## src/rtl/hex_rx_assembler.sv

```systemverilog
// rtl/hex_rx_assembler.sv - assembles ASCII hex character pairs from a UART into bytes
module hex_rx_assembler #(
    parameter logic ACCEPT_LOWER = 1'b1,
    parameter logic FLUSH_ODD    = 1'b1
) (
    input  logic       CLK,
    input  logic       resetn,
    input  logic       rx_valid,
    input  logic [7:0] rx_data,
    output logic       out_valid,
    output logic [7:0] out_data,
    input  logic       out_ready,
    output logic       line_end,
    output logic [7:0] line_count,
    output logic       err_char,
    output logic       overrun
);

    typedef enum logic {S_HI = 1'b0, S_LO = 1'b1} state_t;

    state_t     state_q, state_d;
    logic [3:0] hi_q, hi_d;
    logic       out_valid_q, out_valid_d;
    logic [7:0] out_data_q, out_data_d;
    logic       line_end_q, line_end_d;
    logic [7:0] line_count_q, line_count_d;
    logic       err_char_q, err_char_d;
    logic       overrun_q, overrun_d;

    logic       is_num, is_upper, is_lower, is_hex, is_term, is_sep;
    logic [3:0] digit;
    logic       offer;
    logic [7:0] new_byte;
    logic [7:0] count_base;

    always_comb begin
        is_num   = (rx_data >= 8'h30) && (rx_data <= 8'h39);
        is_upper = (rx_data >= 8'h41) && (rx_data <= 8'h46);
        is_lower = ACCEPT_LOWER && (rx_data >= 8'h61) && (rx_data <= 8'h66);
        is_hex   = is_num || is_upper || is_lower;
        is_term  = (rx_data == 8'h0D) || (rx_data == 8'h0A);
        is_sep   = (rx_data == 8'h20);
        // Letters have 1..6 in the low nibble for both cases, so add 9 to reach 10..15.
        digit    = is_num ? rx_data[3:0] : rx_data[3:0] + 4'd9;
    end

    always_comb begin
        state_d    = state_q;
        hi_d       = hi_q;
        line_end_d = 1'b0;
        err_char_d = 1'b0;
        offer      = 1'b0;
        new_byte   = 8'h00;
        if (rx_valid) begin
            if (is_hex) begin
                if (state_q == S_HI) begin
                    hi_d    = digit;
                    state_d = S_LO;
                end else begin
                    offer    = 1'b1;
                    new_byte = {hi_q, digit};
                    hi_d     = 4'h0;
                    state_d  = S_HI;
                end
            end else if (is_sep || is_term) begin
                if (state_q == S_LO) begin
                    if (FLUSH_ODD) begin
                        offer    = 1'b1;
                        new_byte = {4'h0, hi_q};
                    end else begin
                        err_char_d = 1'b1;
                    end
                end
                hi_d       = 4'h0;
                state_d    = S_HI;
                line_end_d = is_term;
            end else begin
                err_char_d = 1'b1;
                hi_d       = 4'h0;
                state_d    = S_HI;
            end
        end
    end

    // The count restarts on the edge after line_end, so a byte landing on that edge starts the new line.
    always_comb begin
        count_base   = line_end_q ? 8'h00 : line_count_q;
        line_count_d = (offer && (count_base != 8'hFF)) ? count_base + 8'h01 : count_base;
    end

    always_comb begin
        out_valid_d = out_valid_q;
        out_data_d  = out_data_q;
        overrun_d   = 1'b0;
        if (out_valid_q && out_ready) begin
            out_valid_d = 1'b0;
        end
        if (offer) begin
            if (!out_valid_q || out_ready) begin
                out_valid_d = 1'b1;
                out_data_d  = new_byte;
            end else begin
                overrun_d = 1'b1;
            end
        end
    end

    always_ff @(posedge CLK or negedge resetn) begin
        if (!resetn) begin
            state_q      <= S_HI;
            hi_q         <= 4'h0;
            out_valid_q  <= 1'b0;
            out_data_q   <= 8'h00;
            line_end_q   <= 1'b0;
            line_count_q <= 8'h00;
            err_char_q   <= 1'b0;
            overrun_q    <= 1'b0;
        end else begin
            state_q      <= state_d;
            hi_q         <= hi_d;
            out_valid_q  <= out_valid_d;
            out_data_q   <= out_data_d;
            line_end_q   <= line_end_d;
            line_count_q <= line_count_d;
            err_char_q   <= err_char_d;
            overrun_q    <= overrun_d;
        end
    end

    assign out_valid  = out_valid_q;
    assign out_data   = out_data_q;
    assign line_end   = line_end_q;
    assign line_count = line_count_q;
    assign err_char   = err_char_q;
    assign overrun    = overrun_q;

endmodule

```

## config.mk

```make
export PLATFORM = sky130hd
export DESIGN_NAME = hex_rx_assembler
export DESIGN_NICKNAME = d
export VERILOG_FILES = /design/src/rtl/hex_rx_assembler.sv
export SDC_FILE = /design/constraint.sdc
export NUM_CORES = 1
export LEC_CHECK = 0
export CAP_MARGIN = 20
export CORE_ASPECT_RATIO = 1.25
export CORE_MARGIN = 1.5
export CORE_UTILIZATION = 54
export DETAILED_ROUTE_END_ITERATION = 10
export GPL_TIMING_DRIVEN = 0
export PLACE_DENSITY = 0.81
export SETUP_SLACK_MARGIN = 0.02
export SLEW_MARGIN = 10
export SYNTH_ARGS = -nofsm -noshare
export SYNTH_HDL_FRONTEND = slang
export SYNTH_SLANG_ARGS = --single-unit
export TNS_END_PERCENT = 100
```

## constraint.sdc

```tcl
create_clock -name CLK -period 3.9 [get_ports CLK]
set_clock_uncertainty 0.2 [all_clocks]
set_input_delay 0.78 -clock CLK [delete_from_list [all_inputs] [get_ports CLK]]
set_output_delay 0.78 -clock CLK [all_outputs]
set_load 0.1 [all_outputs]
```

* Word-level counts from Yosys, hierarchy flattened
Cells that the tools add are included.
** Cells by class
- Equality and inequality tests :: 4
- Reduce and logical (&&, ||, !) cells :: 12
- Muxes and demuxes :: 27
- Add/subtract/negate cells :: 2
- $mul :: 0
- Bitwise operators :: 0
- Shift-type cells :: 0
- Div/mod/pow operators :: 0
- Order comparisons :: 6
** Operators by type and width (count)
- two-way mux 8 bit :: 5
- two-way mux 4 bit :: 5
- two-way mux 1 bit :: 17
- == test 8 x 4 -> 1 bit, second input constant :: 2
- greater-or-equal comparator 8 x 7 -> 1 bit, second input constant :: 2
- <= comparator 8 x 7 -> 1 bit, second input constant :: 2
- adder 8 x 1 -> 8 bit, second input constant :: 1
- == test 8 x 6 -> 1 bit, second input constant :: 1
- greater-or-equal comparator 8 x 6 -> 1 bit, second input constant :: 1
- <= comparator 8 x 6 -> 1 bit, second input constant :: 1
- != test 8 bit, second input constant :: 1
- logical AND 1 bit :: 5
- logical OR 1 bit :: 5
- adder 4 bit, second input constant :: 1
- AND reduction 2 bit :: 1
- zero test 1 bit :: 1
** Storage, ports and cells
- Register bits after elaboration :: 25
- Memory bits (read-only) :: 0
- Word-level logic and storage cells :: 59
- Memories kept :: 0
- Memory bits (writable) :: 0
- Output and inout port bits :: 20
- Latch bits :: 0

* Logic depth before layout (Yosys ltp)
Gate-level depths: netlist (run 1).
- Word-level depth :: 8
- Depth in mapped cells :: 7

* Worst setup path after synthesis (run 1)
OpenSTA, ideal clock, no wires.
- Path kind :: input to register
- Start :: input port rx_data[1]
- End :: register line_count_q[1], in the netlist line_count[1]
- Slack :: 1.318 ns
- Data arrival time :: 2.257 ns
- Buffers on the path :: 0
- Stages on the path :: 7
- Data required time :: 3.575 ns
- Setup time :: 0.125 ns
- Cells stage by stage :: inv_1 ha_1 and4bb_4 a211oi_4 o2bb2ai_4 nand4b_2 mux2_4
** Between the ends
- Cells in the longest elaborated chain, start to end :: 8
- Elaborated cells between the ends (all ways) :: 21
- Classes of those cells :: order compare: 6; eq/ne: 3; mux: 4; reduce/logical: 8
** Ends and longest elaborated chain
- start: declaration :: RTL line 9 : input logic [7:0] rx_data,
- greater-or-equal comparator 8 x 6 -> 1 bit (tied with other cells) :: RTL line 37 : is_num = (rx_data >= 8'h30) && (rx_data <= 8'h39);
- logical AND 1 bit (tied with other cells) :: RTL line 37
- logical OR 1 bit, on equally long branches :: RTL line 40, 65
- logical OR 1 bit or two-way mux 1 bit (tied branches) :: RTL line 40, 65
- two-way mux 1 bit * :: RTL line 55 : if (is_hex) begin
- two-way mux 1 bit * :: RTL line 54 : if (rx_valid) begin
- logical AND 1 bit * :: RTL line 88 : line_count_d = (offer && (count_base != 8'hFF)) ? count_base + 8'h01 : count_base;
- two-way mux 8 bit * :: RTL line 88
- net line_count_d[1] :: RTL line 26 : logic [7:0] line_count_q, line_count_d;
- end signal: assignment :: RTL line 124 : line_count_q <= line_count_d;
- end: declaration :: RTL line 26
The timed path passes the listed nets; every way through them passes the cells marked *.
A chain may end at the register's enable or synchronous reset.

* Worst setup path after layout (run 1)
- Start :: register line_end_q, in the netlist line_end
- End :: output port line_end
** RTL lines
- start: declaration :: RTL line 25 : logic line_end_q, line_end_d;
- start signal: assignment :: RTL line 123 : line_end_q <= line_end_d;
- end: declaration :: RTL line 13 : output logic line_end,
No word-level cell between the ends.

==> Flow_metrics.wiki, run 1 <==
{| class="wikitable"
! Metric !! Value
|-
| Setup-failing EPs final || 0
|-
| Achievable frequency || 327.0 MHz
|-
| Total Neg Setup Slack || 0 ns
|-
| Min setup slack post-route || 0.8416 ns
|-
| Fill cell count || 207
|-
| Post-synthesis simple-gate area fraction || 22.84%
|-
| # H-tree levels || 1
|-
| Fraction of layout instances using a drive strength above 1 || 11.36%
|-
| Number of iterations in the first detailed-routing pass || 4
|-
| Least-Margin Pin Slew || 0.9717 ns
|-
| Die Y || 61.73 um
|-
| Ys flop type || sky130_fd_sc_hd__dfrtp_1
|-
| Cell family with the largest share of critical-path delay || buffers and inverters
|-
| Number of buffers added by the clock tree synthesis step || 3
|-
| Tightest slew margin relative to the limit || 35.02%
|-
| CP endpoint kind || output pin
|-
| Worst hold-check path type || input port to async pin
|-
| Adder-Cell Fraction of Synth Area || 5.038%
|-
| Top-Level Pins || 32
|-
| CTS Sinks || 25
|-
| Dpl cells || 206
|-
| Post-synthesis mux area share || 7.389%
|-
| Register-to-Register Path Depth || 7
|-
| Source-to-sink clock delay at the later pin of the worst-skew pair || 0.32 ns
|-
| Routed length per placed instance || 14.66 um
|-
| Buffering stage count on the worst path with inverters included || 1
|-
| Placement Rows || 21
|-
| Port-buffer cells || 29
|-
| Number of remaining DRC errors || 0
|-
| Proportion of register bits with asynchronous set or reset after synthesis || 100.0%
|-
| Seq cells post-synth || 25
|-
| Complex-gate fraction of the synthesized area || 17.55%
|-
| Parity-gate share of the synthesized area counting xor and xnor cells || 1.763%
|-
| Time the worst path needs with I/O delays and setup || 3.058 ns
|-
| Drt first-iter violations || 33
|-
| Root buffer selected by CTS || sky130_fd_sc_hd__clkbuf_4
|-
| Global placement routability congestion || 0.8405
|-
| Grt total ovfl || 0
|-
| Setup WS pre-CTS || 0.5617 ns
|-
| Cell taking the most area after synthesis || sky130_fd_sc_hd__dfrtp_1
|-
| Main combinational cell family by area after synthesis || simple AND/OR/NAND/NOR gates
|-
| Yosys warns || 0
|-
| Internal reg-to-reg setup slack || 1.68 ns
|-
| Area share of the leading cell type in the synthesized netlist || 41.98%
|-
| Worst vdd ir || 0.1857 mV
|-
| TritonCTS clock tree || done
|-
| Startpoint kind of the worst setup timing path || flip-flop
|-
| Post-Synthesis Cell Area || 0.001490 mm^2
|-
| Fin. max-slew vios || 0
|-
| Die outline width || 49.99 um
|-
| Crit path largest cell delay || 1.20 ns
|-
| Post-CTS Repair Setup Buffers || 0
|-
| RSZ-0062 raised after global routing || no
|-
| Reg-to-reg critical path endpoint || line_count[5]$_DFF_PN0_
|-
| CTS resizes || 0
|-
| Worst slack on hold paths || 0.2401 ns
|-
| Distinct cells, synth || 42
|-
| Number of global-route vias before repair || 1160
|-
| Portion of the clock cycle consumed by the worst path in the final layout || 78.42%
|-
| Top cells by area, synth || sky130_fd_sc_hd__dfrtp_1 42%, sky130_fd_sc_hd__ha_1 5.0%, sky130_fd_sc_hd__mux2i_1 3.4%
|-
| Global-route wire length before repair || 4.988 mm
|-
| Arrival time at the worst endpoint || 2.08 ns
|-
| Average via count per standard cell || 5.748
|-
| Status || complete, no violations
|-
| Post-Synthesis Net Count || 161
|-
| Number of vias after detailed routing || 1207
|-
| CORE AREA || 0.002654 mm^2
|-
| Count of flip-flops with a built-in enable after synthesis || 0
|-
| Cell Count, Final, Fillers Out || 210
|-
| Area enclosed by the die boundary || 0.003086 mm^2
|-
| Post-Route WL || 3.079 mm
|-
| Number of antenna violations at the first check in global routing || 0
|-
| Number of buffers inserted for hold repair after clock tree synthesis || 0
|-
| Data required time at the worst endpoint || 2.92 ns
|-
| Signed area change from the synthesized netlist to the final layout || 24.01%
|-
| Initial core utilization || 56.15%
|-
| Critical path cell sequence || clkdlybuf4s50_1
|-
| Max-cap violations || 0
|-
| Largest net degree at the start of global routing || 26
|-
| Sequential cell area || 625.6 um^2
|-
| Crit Path Class || flip-flop to output pin
|-
| Sequential area share after synthesis || 41.98%
|-
| R2R Path Start || line_end$_DFF_PN0_
|-
| Gate count of the mapped netlist || 143
|-
| Final number of hold-violating endpoints || 0
|-
| Clock slew seen by the registers of the worst setup and hold paths || 0.14 ns
|-
| Logic depth of the worst setup path including buffers || 1
|-
| Average cell area after synthesis || 10.42 um^2
|-
| Largest fanout on the critical path || 11
|-
| Static leakage power || 0.8321 nW
|-
| Pwr/cell area || 298.0 mW/mm^2
|-
| Worst-case clock buffer depth || 2
|-
| Antenna-violating nets left || 0
|-
| Area taken by multi-input logic gates || 813.3 um^2
|-
| Fin nets || 195
|-
| Count of inserted antenna diode cells || 0
|-
| Overall routing resource usage || 21.05%
|-
| CP max-delay cell || sky130_fd_sc_hd__clkdlybuf4s50_1
|-
| Placed wire-length estimate after detailed placement || 2.342 mm
|}
[synth_stat cells (2+ instances only)]
cell,count
sky130_fd_sc_hd__dfrtp_1,25
sky130_fd_sc_hd__nor2_1,13
sky130_fd_sc_hd__nand2_1,11
sky130_fd_sc_hd__nor2b_1,7
sky130_fd_sc_hd__ha_1,6
sky130_fd_sc_hd__inv_1,6
sky130_fd_sc_hd__nand3_1,6
sky130_fd_sc_hd__a21oi_1,5
sky130_fd_sc_hd__mux2i_1,5
sky130_fd_sc_hd__o2bb2ai_1,5
sky130_fd_sc_hd__a22o_1,4
sky130_fd_sc_hd__nand2b_1,4
sky130_fd_sc_hd__a31o_2,3
sky130_fd_sc_hd__nor3_1,3
sky130_fd_sc_hd__xnor2_1,3
sky130_fd_sc_hd__a22oi_1,2
sky130_fd_sc_hd__and2_1,2
sky130_fd_sc_hd__buf_2,2
sky130_fd_sc_hd__buf_4,2
sky130_fd_sc_hd__mux2_1,2
sky130_fd_sc_hd__mux2_2,2
sky130_fd_sc_hd__nand4b_1,2
sky130_fd_sc_hd__nand4bb_1,2
sky130_fd_sc_hd__nor3b_1,2
sky130_fd_sc_hd__o21ai_0,2
[how the worst max path moves through the flow]
stage | startpoint | to | slack (ns)
3_3_place_gp | rx_data[0] | line_count[1]$_DFF_PN0_ | 0.63
2_1_floorplan | rx_data[1] | line_count[1]$_DFF_PN0_ | 1.32
3_5_place_dp | rx_data[0] | line_count[1]$_DFF_PN0_ | 0.56
6_report | line_end$_DFF_PN0_ | line_end | 0.84
4_1_cts | line_end$_DFF_PN0_ | line_end | 0.82
5_1_grt | line_end$_DFF_PN0_ | line_end | 0.76
[cell usage in the layout (no fill, tap or decap), types with 2 or more instances in the layout]
| cell type | instances |
|---|---|
| sky130_fd_sc_hd__buf_2 | 2 |
| sky130_fd_sc_hd__xnor2_1 | 3 |
| sky130_fd_sc_hd__dfrtp_1 | 25 |
| sky130_fd_sc_hd__nor3_1 | 3 |
| sky130_fd_sc_hd__clkbuf_4 | 3 |
| sky130_fd_sc_hd__nor2b_1 | 7 |
| sky130_fd_sc_hd__o21ai_0 | 2 |
| sky130_fd_sc_hd__ha_1 | 6 |
| sky130_fd_sc_hd__nand4b_1 | 2 |
| sky130_fd_sc_hd__and2_1 | 2 |
| sky130_fd_sc_hd__nand3_1 | 6 |
| sky130_fd_sc_hd__a22oi_1 | 2 |
| sky130_fd_sc_hd__nor3b_1 | 2 |
| sky130_fd_sc_hd__buf_4 | 2 |
| sky130_fd_sc_hd__o2bb2ai_1 | 5 |
| sky130_fd_sc_hd__a22o_1 | 4 |
| sky130_fd_sc_hd__mux2_2 | 2 |
| sky130_fd_sc_hd__a31o_2 | 3 |
| sky130_fd_sc_hd__mux2i_1 | 5 |
| sky130_fd_sc_hd__nand4bb_1 | 2 |
| sky130_fd_sc_hd__a21oi_1 | 5 |
| sky130_fd_sc_hd__mux2_1 | 2 |
| sky130_fd_sc_hd__inv_1 | 6 |
| sky130_fd_sc_hd__clkdlybuf4s50_1 | 28 |
| sky130_fd_sc_hd__nand2b_1 | 4 |
| sky130_fd_sc_hd__nor2_1 | 13 |
| sky130_fd_sc_hd__nand2_1 | 11 |
[stage by stage]
step | util (%) | instance area (um^2) | power [W]
global placement | 68.69 | 1823 | 0.0004329
CTS | 69.83 | 1853 | 0.0005579
floorplan | - | 1490 | 0.0003907
global route | 69.64 | 1848 | 0.0005749
finish | 69.64 | 1848 | 0.0005507
detailed placement | 68.69 | 1823 | 0.0004368
[sequential cells by signal, summed over array words and instances (netlist names)]
register    count
err_char        1
hi_q            4
line_count      8
line_end        1
out_data        8
out_valid       1
overrun         1
state_q         1
[area by class of cell]
type / instances / share of cell area, %
Timing Repair Buffer: 29 / 15.44
Buffer: 5 / 1.557
Clock inverter: 1 / 0.4062
Inverter: 6 / 1.219
Tap cell: 34 / 2.302
Sequential cell: 25 / 33.85
Clock buffer: 3 / 1.219
Multi-Input combinational cell: 107 / 44.01
[metal layers]
layer | routed length [um] | track usage (%)
met5 | 0 | 0
met4 | 37 | 8.333
met1 | 1290 | 25.35
met2 | 1648 | 38.72
met3 | 102 | 2.632
[kinds of logic (layout without fill, tap and decap cells)]
family,count (synthesis),in the layout
AOI/OAI and AO/OA,30,30
xor gates and xnor gates,3,3
adders and majority gates,6,6
buffers and inverters,11,44
DFF,25,25
muxes,10,10
and+or+nand+nor,58,58
[where the power goes]
| group | switching, W | leakage (nW) | total, W | internal [W] |
|---|---|---|---|---|
| logic | 0.000108 | 0.490 | 0.000153 | 0.0000450 |
| clock network | 0.0000803 | 0.0139 | 0.000120 | 0.0000392 |
| registers | 0.00000897 | 0.328 | 0.000278 | 0.000269 |
No activity file was read; power rests on OpenSTA's default activity.
==> inputs of run 2 (changes only) <==
--- a/config.mk
+++ b/config.mk
@@ -8,10 +8,10 @@
 export CAP_MARGIN = 20
 export CORE_ASPECT_RATIO = 1.25
 export CORE_MARGIN = 1.5
-export CORE_UTILIZATION = 54
+export CORE_UTILIZATION = 45
 export DETAILED_ROUTE_END_ITERATION = 10
 export GPL_TIMING_DRIVEN = 0
-export PLACE_DENSITY = 0.81
+export PLACE_DENSITY = 0.72
 export SETUP_SLACK_MARGIN = 0.02
 export SLEW_MARGIN = 10
 export SYNTH_ARGS = -nofsm -noshare
==> constraint.sdc (replaced) <==
create_clock -name CLK -period 2.6 [get_ports CLK]
set_clock_uncertainty 0.2 [all_clocks]
set_input_delay 0.52 -clock CLK [delete_from_list [all_inputs] [get_ports CLK]]
set_output_delay 0.52 -clock CLK [all_outputs]
set_load 0.1 [all_outputs]
==> run 2 against run 1 <==
Against the previous run:
- hold slack better by 0.032 ns
- core utilization is 9.7 points lower
- clock-buffer cell count is 1 higher
- largest power group unchanged
==> Flow_metrics.wiki, run 2 (same netlist as run 1, synthesis figures left out) <==
{| class="wikitable"
! Metric !! Value
|-
| Status || complete, no violations
|-
| Number of global-route vias before repair || 1132
|-
| Startpoint kind of the worst setup timing path || flip-flop
|-
| Crit Path Class || flip-flop to output pin
|-
| Post-route total power || 0.0008747 W
|-
| Leading cell type in the layout, fill and taps excluded || sky130_fd_sc_hd__dfrtp_1
|-
| TritonCTS clock tree || done
|-
| Worst-case clock buffer depth || 2
|-
| Min setup slack post-route || 0.08082 ns
|-
| Fraction of layout instances using a drive strength above 1 || 12.29%
|-
| Placed wire-length estimate after detailed placement || 2.299 mm
|-
| Worst hold-check path type || flip-flop to flip-flop
|-
| CP endpoint kind || output pin
|-
| Final number of hold-violating endpoints || 0
|-
| Cell Count, Final, Fillers Out || 216
|-
| Static leakage power || 0.8924 nW
|-
| Fin nets || 198
|-
| Critical path cell sequence || clkdlybuf4s50_1
|-
| Cell family with the largest share of critical-path delay || buffers and inverters
|-
| Antenna-violating nets left || 0
|-
| Portion of the clock cycle consumed by the worst path in the final layout || 96.89%
|-
| CP max-delay cell || sky130_fd_sc_hd__clkdlybuf4s50_1
|-
| Number of remaining DRC errors || 0
|-
| Worst vdd ir || 0.2701 mV
|-
| Achievable frequency || 397.0 MHz
|-
| Post-Route WL || 3.015 mm
|-
| Number of buffers added by the clock tree synthesis step || 3
|-
| Dpl cells || 209
|-
| Signed area change from the synthesized netlist to the final layout || 28.38%
|-
| Crit path largest cell delay || 1.14 ns
|-
| Global-route wire length before repair || 4.912 mm
|-
| Drt first-iter violations || 33
|-
| Max-cap violations || 0
|-
| Area enclosed by the die boundary || 0.003668 mm^2
|-
| Setup-failing EPs final || 0
|-
| CTS Sinks || 25
|-
| Fill cell count || 283
|-
| Count of inserted antenna diode cells || 0
|-
| Tightest slew margin relative to the limit || 34.79%
|-
| Buffering stage count on the worst path with inverters included || 1
|-
| Sequential cell area || 625.6 um^2
|-
| Global placement routability congestion || 0.7832
|-
| Time the worst path needs with I/O delays and setup || 2.519 ns
|-
| Die Y || 67.34 um
|-
| Root buffer selected by CTS || sky130_fd_sc_hd__clkbuf_8
|-
| Arrival time at the worst endpoint || 1.80 ns
|-
| Pwr/cell area || 457.2 mW/mm^2
|-
| Number of vias after detailed routing || 1210
|-
| Port-buffer cells || 29
|-
| CORE AREA || 0.003194 mm^2
|-
| Total Neg Setup Slack || 0 ns
|-
| Routed length per placed instance || 13.96 um
|-
| Initial core utilization || 46.65%
|-
| Number of iterations in the first detailed-routing pass || 4
|-
| Average via count per standard cell || 5.602
|-
| Top-Level Pins || 32
|-
| # H-tree levels || 1
|-
| Placement Rows || 23
|-
| Grt total ovfl || 0
|-
| Utilization after layout || 59.89%
|-
| Least-Margin Pin Slew || 0.9752 ns
|-
| Fin. max-slew vios || 0
|-
| Largest fanout on the critical path || 4
|-
| Clock slew seen by the registers of the worst setup and hold paths || 0.08 ns
|-
| Die outline width || 54.47 um
|-
| Largest net degree at the start of global routing || 26
|-
| Overall routing resource usage || 17.96%
|-
| Source-to-sink clock delay at the later pin of the worst-skew pair || 0.26 ns
|-
| RSZ-0062 raised after global routing || no
|-
| Data required time at the worst endpoint || 1.88 ns
|-
| Commonest cells after routing, fill and taps aside || 25 x sky130_fd_sc_hd__dfrtp_1, 23 x sky130_fd_sc_hd__clkdlybuf4s50_1, 13 x sky130_fd_sc_hd__nor2_1
|-
| Number of antenna violations at the first check in global routing || 0
|-
| Setup WS pre-CTS || -0.4598 ns
|-
| Area taken by multi-input logic gates || 815.8 um^2
|}
run 2: changes by cell type in the layout (fill, tap and decap cells not counted), sizes merged:
| cell | delta |
|---|---|
| buf | +3 |
| dlygate4sd2 | +5 |
| clkinvlp | -1 |
| dlymetal6s2s | +1 |
| clkdlybuf4s50 | -5 |
run 2: final timing paths:
check | start | end | slack [ns] | cells after the start
worst min register to register | line_count[7]$_DFF_PN0_ | line_count[7]$_DFF_PN0_ | 0.27 | 1
max in group asynchronous | resetn | out_data[5]$_DFFE_PN0P_ | 1.35 | 2
worst max-delay path | line_count[2]$_DFF_PN0_ | line_count[2] | 0.08 | 1
worst min-delay path | line_count[7]$_DFF_PN0_ | line_count[7]$_DFF_PN0_ | 0.27 | 1
min in group asynchronous | resetn | line_count[5]$_DFF_PN0_ | 0.39 | 1
worst max register to register | line_end$_DFF_PN0_ | line_count[5]$_DFF_PN0_ | 0.38 | 7
run 2: where the power goes:
part	switching [W]	internal, W
Sequential	0.0000127	0.000404
Combinational	0.000162	0.0000721
Clock	0.000114	0.000109
Total	0.000289	0.000585
run 2: area by class of cell:
class	instances	share of cell area, %
Multi-Input combinational cell	107	42.64
Sequential cell	25	32.70
Timing Repair Buffer	32	17.20
Tap cell	37	2.420
Clock buffer	4	2.354
Buffer	5	1.504
Inverter	6	1.177
run 2: what timing repair did:
| action | in CTS | in global routing |
|---|---|---|
| setup endpoints to repair | 13 | 1 |
| gates resized for setup | 6 | 1 |
| pin swaps | 2 | 0 |
| hold endpoints to repair | 0 | 0 |
| hold buffers | 0 | 0 |
| buffers inserted | 2 | 0 |
run 2: per-layer routing:
metal	track usage (%)	vias to the layer above	routed length, um
met5	0	-	0
met4	6.875	0	53
met3	2.212	4	140
met2	29.97	38	1505
met1	23.25	580	1315
li1	-	588	-
run 2: metrics by stage:
| stage | cell area [um^2] | hold WS [ns] |
|---|---|---|
| after floorplan | 1490 | 0.02441 |
| after global placement | 1827 | 0.2641 |
| after detailed placement | 1827 | 0.2682 |
| after CTS | 1883 | 0.2797 |
| after global routing | 1913 | 0.3117 |
| final | 1913 | 0.2723 |
==> inputs of run 3 (changes only) <==
--- a/config.mk
+++ b/config.mk
@@ -8,11 +8,12 @@
 export CAP_MARGIN = 20
 export CORE_ASPECT_RATIO = 1.25
 export CORE_MARGIN = 1.5
-export CORE_UTILIZATION = 45
+export CORE_UTILIZATION = 50
 export DETAILED_ROUTE_END_ITERATION = 10
 export GPL_TIMING_DRIVEN = 0
-export PLACE_DENSITY = 0.72
+export PLACE_DENSITY = 0.76
 export SETUP_SLACK_MARGIN = 0.02
+export SKIP_CTS_REPAIR_TIMING = 1
 export SLEW_MARGIN = 10
 export SYNTH_ARGS = -nofsm -noshare
 export SYNTH_HDL_FRONTEND = slang
==> constraint.sdc (replaced) <==
create_clock -name CLK -period 2.8 [get_ports CLK]
set_clock_uncertainty 0.2 [all_clocks]
set_input_delay 0.56 -clock CLK [delete_from_list [all_inputs] [get_ports CLK]]
set_output_delay 0.56 -clock CLK [all_outputs]
set_load 0.1 [all_outputs]
==> run 3 against run 2 <==
Against the previous run:
- combinational power is 5% lower
- global-route usage is 3.3 points higher
- largest cell class unchanged
- critical endpoint is now line_count[3]
- clock-buffer cell count is 1 lower
==> Flow_metrics.wiki, run 3 (same netlist as run 1, synthesis figures left out) <==
{| class="wikitable"
! Metric !! Value
|-
| Source-to-sink clock delay at the later pin of the worst-skew pair || 0.33 ns
|-
| Setup WS pre-CTS || -0.3005 ns
|-
| Internal reg-to-reg setup slack || 0.50 ns
|-
| Largest net degree at the start of global routing || 18
|-
| Antenna-violating nets left || 0
|-
| Time the worst path needs with I/O delays and setup || 2.721 ns
|-
| Status || complete, no violations
|-
| Buffering stage count on the worst path with inverters included || 1
|-
| Largest fanout on the critical path || 6
|-
| Tightest slew margin relative to the limit || 34.82%
|-
| Internal power consumption || 0.0005005 W
|-
| Fin nets || 200
|-
| Root buffer selected by CTS || sky130_fd_sc_hd__clkbuf_4
|-
| CP endpoint kind || output pin
|-
| Fin. max-slew vios || 0
|-
| Cell Count, Final, Fillers Out || 215
|-
| Initial core utilization || 54.01%
|-
| Part of the total power dissipated in sequential elements || 49.7%
|-
| Routed length per placed instance || 14.65 um
|-
| Grt total ovfl || 0
|-
| Top-Level Pins || 32
|-
| Min setup slack post-route || 0.07883 ns
|-
| TritonCTS clock tree || done
|-
| Sw frac || 35.98%
|-
| Number of iterations in the first detailed-routing pass || 4
|-
| Crit path largest cell delay || 1.17 ns
|-
| Area after DPL || 0.001851 mm^2
|-
| Final number of hold-violating endpoints || 0
|-
| Pwr/cell area || 408.6 mW/mm^2
|-
| CORE AREA || 0.002759 mm^2
|-
| Clk pwr share || 21.9%
|-
| Port-buffer cells || 29
|-
| Achievable frequency || 367.5 MHz
|-
| RSZ-0062 raised after global routing || no
|-
| Commonest cells after routing, fill and taps aside || 28 x sky130_fd_sc_hd__clkdlybuf4s50_1, 25 x sky130_fd_sc_hd__dfrtp_1, 13 x sky130_fd_sc_hd__nor2_1
|-
| # H-tree levels || 1
|-
| Die outline width || 51.83 um
|-
| Number of vias after detailed routing || 1224
|-
| Overall routing resource usage || 21.28%
|-
| Max-cap violations || 0
|-
| Worst vdd ir || 0.2664 mV
|-
| Placed wire-length estimate after detailed placement || 2.416 mm
|-
| Post-Route WL || 3.149 mm
|-
| CTS Sinks || 25
|-
| Placement Rows || 21
|-
| Worst hold-check path type || flip-flop to flip-flop
|-
| Fraction of layout instances using a drive strength above 1 || 13.81%
|-
| Reported net switching power || 0.0002812 W
|-
| Data required time at the worst endpoint || 2.04 ns
|-
| Startpoint kind of the worst setup timing path || flip-flop
|-
| Number of global-route vias before repair || 1218
|-
| Global-route wire length before repair || 5.361 mm
|-
| Count of inserted antenna diode cells || 0
|-
| Utilization after layout || 69.34%
|-
| Number of buffers added by the clock tree synthesis step || 3
|-
| Setup-failing EPs final || 0
|-
| Number of antenna violations at the first check in global routing || 0
|-
| Arrival time at the worst endpoint || 1.96 ns
|-
| Static leakage power || 0.8837 nW
|-
| Number of remaining DRC errors || 0
|-
| Critical path cell sequence || clkdlybuf4s50_1
|-
| Signed area change from the synthesized netlist to the final layout || 28.38%
|-
| Leading cell type in the layout, fill and taps excluded || sky130_fd_sc_hd__clkdlybuf4s50_1
|-
| Clock slew seen by the registers of the worst setup and hold paths || 0.14 ns
|-
| Global placement routability congestion || 0.8123
|-
| Crit Path Class || flip-flop to output pin
|-
| Dpl cells || 207
|-
| Proportion of power drawn by combinational gates || 28.4%
|-
| Drt first-iter violations || 27
|-
| Area enclosed by the die boundary || 0.003319 mm^2
|-
| Portion of the clock cycle consumed by the worst path in the final layout || 97.18%
|-
| Average via count per standard cell || 5.693
|-
| Design area || 0.001913 mm^2
|-
| CP max-delay cell || sky130_fd_sc_hd__clkdlybuf4s50_1
|-
| Die Y || 64.04 um
|-
| Worst-case clock buffer depth || 2
|-
| Cell family with the largest share of critical-path delay || buffers and inverters
|-
| Least-Margin Pin Slew || 0.9747 ns
|}
run 3: layout make-up:
cell class,count,area (um^2)
well taps,34,42.54
clock buffers,3,22.52
multi-input cells,107,813.3
plain buffers,5,28.78
repair buffers,34,350.3
flip-flops and latches,25,625.6
fillers,227,845.8
clock inverters,1,7.507
inverters,6,22.52
run 3: path summary, 6_finish.rpt:
check | cells past startpoint | endpoint | from
setup reg to reg | 7 | line_count[5]$_DFF_PN0_ | line_end$_DFF_PN0_
max in group asynchronous | 2 | out_data[6]$_DFFE_PN0P_ | resetn
hold / removal | 1 | line_count[7]$_DFF_PN0_ | line_count[7]$_DFF_PN0_
setup / recovery | 1 | line_count[3] | line_count[3]$_DFF_PN0_
hold reg to reg | 1 | line_count[7]$_DFF_PN0_ | line_count[7]$_DFF_PN0_
min in group asynchronous | 1 | line_count[7]$_DFF_PN0_ | resetn
run 3: layer usage:
layer | part of all wire [%] | wire length, um | up-vias | track usage, %
met4 | 1.7 | 54 | 0 | 7.895
met3 | 2.5 | 79 | 5 | 3.037
met2 | 54 | 1690 | 19 | 39.08
met1 | 42 | 1325 | 603 | 24.00
met5 | 0 | 0 | - | 0
li1 | - | - | 597 | -
run 3: power groups by stage:
stage	logic, W	registers (W)	clock network [W]
after global placement	0.000210	0.000394	0
after floorplan	0.0000617	0.000482	0
after global routing	0.000236	0.000391	0.000187
after CTS	0.000220	0.000388	0.000175
final	0.000222	0.000388	0.000171
after detailed placement	0.000219	0.000395	0
run 3: metrics by stage:
stage	hold slack (ns)	power, W	TNS (ns)
2_1_floorplan	0.06441	0.0005442	0
3_3_place_gp	0.2597	0.0006040	-1.450
3_5_place_dp	0.2760	0.0006143	-2.573
4_1_cts	0.3027	0.0007828	-0.04715
5_1_grt	0.3433	0.0008134	0
6_report	0.3028	0.0007817	0
